[src/rtl/reg_file.sv]
// Architectural integer register file: 2 combinational read ports, busy scoreboard, retire counter.
// Latency: reads/stall combinational (same-cycle write-back bypass); writes and busy updates land at the next edge.
// Backpressure: reg_file_o_stall holds decode while any source operand is busy; issue during stall is ignored.
//
// Ports:
//   clk, rst_n                      clock, synchronous active-low reset
//   decode_i_rs1/rs2                read addresses; reg_file_o_rs1_data/rs2_data read data
//   decode_i_issue/decode_i_rd      issued instruction and its destination (marks rd busy)
//   write_back_i_reg_wen/rd/reg_data  register write port (clears busy)
//   write_back_i_commit             one instruction retires; reg_file_o_instret counts them
//   reg_file_o_stall                an operand is still outstanding
// Build option: define REG_FILE_RV32E_EN for a 16-entry RV32E file (addresses with bit 4 set
// read as 0, never write, never become busy, never stall).
module reg_file #(
   parameter int INSTRET_W = 64
) (
   input  logic                 clk,
   input  logic                 rst_n,
   input  logic [4:0]           decode_i_rs1,
   input  logic [4:0]           decode_i_rs2,
   input  logic                 decode_i_issue,
   input  logic [4:0]           decode_i_rd,
   input  logic                 write_back_i_reg_wen,
   input  logic [4:0]           write_back_i_rd,
   input  logic [31:0]          write_back_i_reg_data,
   input  logic                 write_back_i_commit,
   output logic [31:0]          reg_file_o_rs1_data,
   output logic [31:0]          reg_file_o_rs2_data,
   output logic                 reg_file_o_stall,
   output logic [INSTRET_W-1:0] reg_file_o_instret
);

`ifdef REG_FILE_RV32E_EN
   localparam int NREG  = 16;
   localparam bit RV32E = 1'b1;
`else
   localparam int NREG  = 32;
   localparam bit RV32E = 1'b0;
`endif
   localparam int AW = $clog2(NREG);

   logic [31:0]          regs [NREG];
   logic [NREG-1:0]      busy;
   logic [INSTRET_W-1:0] instret_cnt;

   logic          wb_ok;
   logic          byp1, byp2;
   logic          hit1, hit2;
   logic          issue_ok;
   logic [AW-1:0] rs1_idx, rs2_idx, wb_idx, rd_idx;

   // An address names real storage only if it is non-zero and, in RV32E, below 16.
   function automatic logic addr_ok(input logic [4:0] a);
      return (a != 5'd0) && !(RV32E && a[4]);
   endfunction

   assign rs1_idx = decode_i_rs1[AW-1:0];
   assign rs2_idx = decode_i_rs2[AW-1:0];
   assign wb_idx  = write_back_i_rd[AW-1:0];
   assign rd_idx  = decode_i_rd[AW-1:0];

   always_comb begin
      wb_ok = write_back_i_reg_wen && addr_ok(write_back_i_rd);
      // Bypass only for valid addresses; wb_ok already excludes x0 and out-of-range rd.
      byp1  = wb_ok && (write_back_i_rd == decode_i_rs1);
      byp2  = wb_ok && (write_back_i_rd == decode_i_rs2);

      reg_file_o_rs1_data = '0;
      reg_file_o_rs2_data = '0;
      if (addr_ok(decode_i_rs1))
         reg_file_o_rs1_data = byp1 ? write_back_i_reg_data : regs[rs1_idx];
      if (addr_ok(decode_i_rs2))
         reg_file_o_rs2_data = byp2 ? write_back_i_reg_data : regs[rs2_idx];

      // A busy operand being written back this cycle is already available via bypass.
      hit1 = addr_ok(decode_i_rs1) && busy[rs1_idx] && !byp1;
      hit2 = addr_ok(decode_i_rs2) && busy[rs2_idx] && !byp2;
      reg_file_o_stall = hit1 || hit2;

      issue_ok = decode_i_issue && !reg_file_o_stall && addr_ok(decode_i_rd);
   end

   always_ff @(posedge clk) begin
      if (!rst_n) begin
         for (int i = 0; i < NREG; i++) regs[i] <= '0;
         busy        <= '0;
         instret_cnt <= '0;
      end else begin
         if (wb_ok) begin
            regs[wb_idx] <= write_back_i_reg_data;
            busy[wb_idx] <= 1'b0;
         end
         // Placed after the clear so a same-cycle issue to the same rd wins (it is younger).
         if (issue_ok)
            busy[rd_idx] <= 1'b1;
         if (write_back_i_commit)
            instret_cnt <= instret_cnt + {{(INSTRET_W-1){1'b0}}, 1'b1};
      end
   end

   assign reg_file_o_instret = instret_cnt;

endmodule

[config.mk]
export PLATFORM = sky130hd
export DESIGN_NAME = reg_file
export DESIGN_NICKNAME = d
export VERILOG_FILES = /design/src/rtl/reg_file.sv
export SDC_FILE = /design/constraint.sdc
export NUM_CORES = 2
export LEC_CHECK = 0
export CAP_MARGIN = 10
export CORE_MARGIN = 3
export CORE_UTILIZATION = 35
export DETAILED_ROUTE_END_ITERATION = 8
export PLACE_DENSITY = 0.59
export SYNTH_ARGS = -nofsm -noshare
export SYNTH_HDL_FRONTEND = slang
export SYNTH_SLANG_ARGS = --single-unit
[constraint.sdc]
create_clock -name clk -period 5.35 [get_ports clk]
set_input_delay 1.07 -clock clk [delete_from_list [all_inputs] [get_ports clk]]
set_output_delay 1.07 -clock clk [all_outputs]
set_load 0.02 [all_outputs]
Word level (Yosys, flattened, before mapping)
Memory sizes are Yosys's and may differ from the RTL's.
Cells that the tools add are included.
{"block": "word_totals", "regBits": 96, "mem_bits_rw": 1024, "inputBits": 57, "output_inout_bits": 129, "n_memories": 1}
{"block": "op_classes", "add_sub_neg": 1, "magnitude_cmp": 6, "eq_ne": 2, "mux": 22, "bitwise_logic": 3, "reduce_logical": 20}
{"memory": "regs", "depth": 32, "width": 32, "read_ports": 2, "rd_ports_with_merged_regs": 0, "write_ports": 32, "line_no": "42", "text": "logic [31:0] regs [NREG];"}
{"cell": "32-bit two-way mux", "n": 8}
{"cell": "64-bit by 1-bit adder with 64-bit output, second input constant", "n": 1}
{"cell": "32-bit bitwise AND", "n": 1}
{"cell": "32-bit inverter", "n": 1}
{"cell": "32-bit OR", "n": 1}
{"cell": "32-bit OR reduction", "n": 1}
{"cell": "5-bit by 6-bit less-than comparator with 1-bit output, second input constant", "n": 4}
{"cell": "5-bit nonzero test", "n": 4}
{"cell": "1-bit logical AND", "n": 11}
{"cell": "1-bit binary-select mux with 5-bit select", "n": 2}
{"cell": "1-bit demux with 5-bit select", "n": 2}
{"cell": "5-bit == test", "n": 2}
{"cell": "5-bit by 1-bit greater-or-equal comparator with 1-bit output, second input constant", "n": 2}
{"cell": "1-bit two-way mux", "n": 9}
{"cell": "5-bit two-way mux", "n": 1}
{"cell": "1-bit zero test", "n": 3}
{"cell": "1-bit logical OR", "n": 1}

Longest topological paths before layout
{"block": "logic_depth", "ltp_word": 10, "ltp_mapped": 11, "depth_no_buf": 7}

Worst setup path before layout
OpenSTA, ideal clock, no wires.
{"block": "synth_timing", "kind": "input -> register", "from": "input write_back_i_rd[4]", "to": "memory regs[28][0], enable pin", "setup_time_ns": 0.470, "arrival_time_ns": 4.228, "t_required_ns": 4.880, "setup_slack_ns": 0.652, "stages": 4, "n_path_buf": 2, "cell_sequence": "clkbuf_1 > clkbuf_1 > nand4_1 > o21ai_0"}
{"item": "from (decl)", "line_no": "24", "text": "input logic [4:0] write_back_i_rd,"}
{"item": "to (decl)", "line_no": "42"}

Worst setup path after layout
{"block": "layout_timing", "from": "input write_back_i_rd[1]", "to": "output reg_file_o_rs1_data[19]"}
{"block": "layout_between", "elab_chain_cells": 5, "word_cells_on_any_way": 6}
{"item": "5-bit nonzero test", "line_no": "54", "text": "return (a != 5'd0) && !(RV32E && a[4]);"}
{"item": "1-bit logical AND", "line_no": "63", "text": "wb_ok = write_back_i_reg_wen && addr_ok(write_back_i_rd);"}
{"item": "1-bit logical AND (*)", "line_no": "65", "text": "byp1 = wb_ok && (write_back_i_rd == decode_i_rs1);"}
{"item": "32-bit two-way mux (*)", "line_no": "71", "text": "reg_file_o_rs1_data = byp1 ? write_back_i_reg_data : regs[rs1_idx];"}
{"item": "32-bit two-way mux (*)", "line_no": "70", "text": "if (addr_ok(decode_i_rs1))"}
{"item": "to (decl)", "line_no": "27", "text": "output logic [31:0] reg_file_o_rs1_data,"}
Every way passes the cells marked *; elsewhere a longest branch is shown, timed or not.

==> results.json <==
{
  "status": "completed",
  "cp-end-kind": "output port",
  "critPathArrivalTime_ps": 4040,
  "min_period_over_period": 0.954,
  "netlist_area_um2": 59600,
  "synth-edff-count": 1024,
  "worst_hold_slack_ps": 490,
  "setup_viol": 0,
  "drive_above_1_share": 0.283,
  "cts_root_buffer": "clkbuf_16",
  "via_per_inst": 5.88,
  "crit_top_cell": "clkdlybuf4s50_1",
  "cpPeakStageDelay_ps": 710,
  "p_leak_nw": 23.6,
  "path_buf_inv": 3,
  "mostFrequentLayoutCells": "edfxtp_1, and2_1, mux4_2",
  "place.gp.congestion": 0.827,
  "max_clock_freq_mhz": 196,
  "grt_max_degree": 65,
  "multi_input_area_um2": 25800,
  "r2r_setup_slack_ps": 2820,
  "dieArea_um2": 175000,
  "tightest_slew_ps": 1130,
  "min_path_type": "reg -> reg",
  "hold_viol_final": 0,
  "yosysWarningCount": 0,
  "period_needed_ps": 5110,
  "ys_ff_latch": 1120,
  "cts_inserted_buffers": 130,
  "grt-ovfl-total": 0,
  "synthCells": 3886,
  "path_clk_slew_ps": 50,
  "drc": 0,
  "worst_ep_required_time_ps": 4280,
  "dr.pass1.iters": 6,
  "placed_area_um2": 65900,
  "final_area_um2": 70200,
  "rows": 150,
  "vias": 37574,
  "finalWirelength_um": 210000,
  "hpwlAfterDp_um": 129000,
  "syn_area_per_cell_um2": 15.3,
  "crit_type": "in -> out",
  "wl_per_cell_um": 32.9,
  "slew_headroom": 0.247,
  "cap_violations": 0,
  "tritoncts": "built",
  "h-tree-depth": 4,
  "finalNetCount": 4138,
  "power_density_nw_per_um2": 316,
  "ir_drop_uv": 350,
  "async_flop_share": 0,
  "ys_types": 54,
  "slew_viol_final": 0,
  "cts.sinks": 1120,
  "cp_top_family": "buffers and inverters",
  "skew_ps": 26.6,
  "initial_core_util": 0.355,
  "core_area_um2": 168000,
  "synth_top_flop_cell": "edfxtp_1",
  "clock_latency_ps": 780,
  "grt_pass1_vias": 37764,
  "final_antenna_net_count": 0,
  "path_cells": "clkdlybuf4s50_1, or2_2, o21ai_2, nor4_4, buf_4, nand2_1, o21ai_1, clkdlybuf4s50_1",
  "rsz0062_at_grt": "no",
  "cp_slowest_cell": "clkdlybuf4s50_1",
  "start_kind": "primary input",
  "nFillCells": 15009,
  "die_y_um": 419,
  "cts_max_path_buffers": 3,
  "die_w_um": 419,
  "io_buffers": 185,
  "grtUsageTotal": 0.240,
  "antenna_found_initial": 23,
  "synthToLayoutAreaGrowth_pct": 17.7,
  "final_common_cell": "edfxtp_1",
  "grt_pass1_wl_um": 295000,
  "drt-initial-drc-count": 5257,
  "register_area_um2": 32700,
  "tns_ps": 0,
  "crit_path_max_fanout": 15,
  "ys_seq_area_frac": 0.548,
  "io_pins": 186
}
layer usage:
metal | wire [um] | vias to the layer above | global-route usage
met2 | 102000 | 1963 | 0.395
li1 | - | 15240 | -
met3 | 18300 | 406 | 0.0453
met5 | 36 | - | 0
met4 | 8710 | 6 | 0.0949
met1 | 80800 | 19959 | 0.313
stage by stage:
stage               total power, mW   util  cells  worst slack, ps
finish                         22.2  0.417   6394              244
global route                   22.8  0.417   6389              129
CTS                            22.3  0.417   6386             38.3
detailed placement             13.4  0.392   6152             40.7
global placement               13.4  0.392   6152             26.5
floorplan                      12.1      -   3917              652
cell families after synthesis:
logic type / Yosys count / synth area share
AO/OA/AOI/OAI: 144 / 0.0161
XOR/XNOR: 70 / 0.0103
adder cells (fa/ha/maj): 1 / 0.000210
buffers and inverters: 434 / 0.0314
flip-flops: 1120 / 0.548
multiplexers: 724 / 0.259
other: 1 / 0.0000629
AND/OR/NAND/NOR: 1392 / 0.136
final timing paths:
kind	start	to	cells past startpoint
setup / recovery	write_back_i_rd[1]	reg_file_o_rs1_data[19]	8
hold / removal	busy[12]$_SDFF_PN0_	busy[12]$_SDFF_PN0_	1
hold reg to reg	busy[12]$_SDFF_PN0_	busy[12]$_SDFF_PN0_	1
setup reg to reg	reg_file_o_instret[30]$_SDFFE_PN0P_	reg_file_o_instret[57]$_SDFFE_PN0P_	6
sequential cells by signal, indices dropped and copies added, names as in the netlist:
name and flops:
reg_file_o_instret 64, busy 32, regs 1024
cell type report:
cell class / instances / area share
timing repair buffer: 428 / 0.0652
antenna: 8 / 0.000285
clock buffer: 167 / 0.0500
tap: 2204 / 0.0393
multi-input combinational: 2363 / 0.367
sequential: 1120 / 0.466
clock inverter: 67 / 0.0103
inverter: 37 / 0.00205
where the power goes:
part           switching (mW)  internal, mW  total (mW)
clock network            3.82          5.12        8.94
registers               0.227          10.0        10.2
logic                    1.62          1.38        3.00
total                    5.67          16.5        22.2
repair_timing:
| item | 4_1_cts | 5_1_grt |
|---|---|---|
| setup endpoints to repair | 0 | 2 |
| buffers inserted | 0 | 0 |
| hold endpoints to repair | 0 | 0 |
| hold buffers | 0 | 0 |
| resized for setup | 0 | 3 |
synthesized netlist by cell type, types with 2 or more instances:
cell | count | share of area
o21ai_0 | 31 | 0.0026
xor2_1 | 49 | 0.0072
xnor2_1 | 21 | 0.0031
nor3b_1 | 4 | 0.00050
edfxtp_1 | 1024 | 0.52
or3_1 | 6 | 0.00063
and2_1 | 1001 | 0.11
a32o_1 | 3 | 0.00050
nor4_1 | 3 | 0.00031
o22ai_2 | 19 | 0.0040
nor4_2 | 2 | 0.00042
nor4bb_1 | 3 | 0.00050
nand3_1 | 35 | 0.0029
nand2b_1 | 4 | 0.00042
and4_1 | 12 | 0.0018
nor2b_1 | 6 | 0.00063
nand3b_1 | 4 | 0.00050
nor2_1 | 131 | 0.0082
o22ai_1 | 7 | 0.00073
nor3_1 | 17 | 0.0014
buf_1 | 31 | 0.0020
buf_4 | 3 | 0.00038
buf_6 | 17 | 0.0032
o2111ai_1 | 4 | 0.00059
buf_2 | 82 | 0.0069
inv_1 | 35 | 0.0022
clkbuf_1 | 264 | 0.017
nand4_1 | 27 | 0.0028
o21ai_1 | 64 | 0.0054
nand2_1 | 123 | 0.0077
mux2i_1 | 71 | 0.012
a21oi_1 | 4 | 0.00034
and3_1 | 10 | 0.0010
mux4_2 | 653 | 0.25
o211ai_1 | 2 | 0.00025
dfxtp_1 | 96 | 0.032
worst reg2reg max path, cell delays in order (launching register included):
cell	delay [ps]
dfxtp_1	470
nand4_1	190
nor4_2	500
and3_1	600
nor4bb_1	410
xnor2_1	160
nor2_1	50
Power figures use the tool's default switching activity.
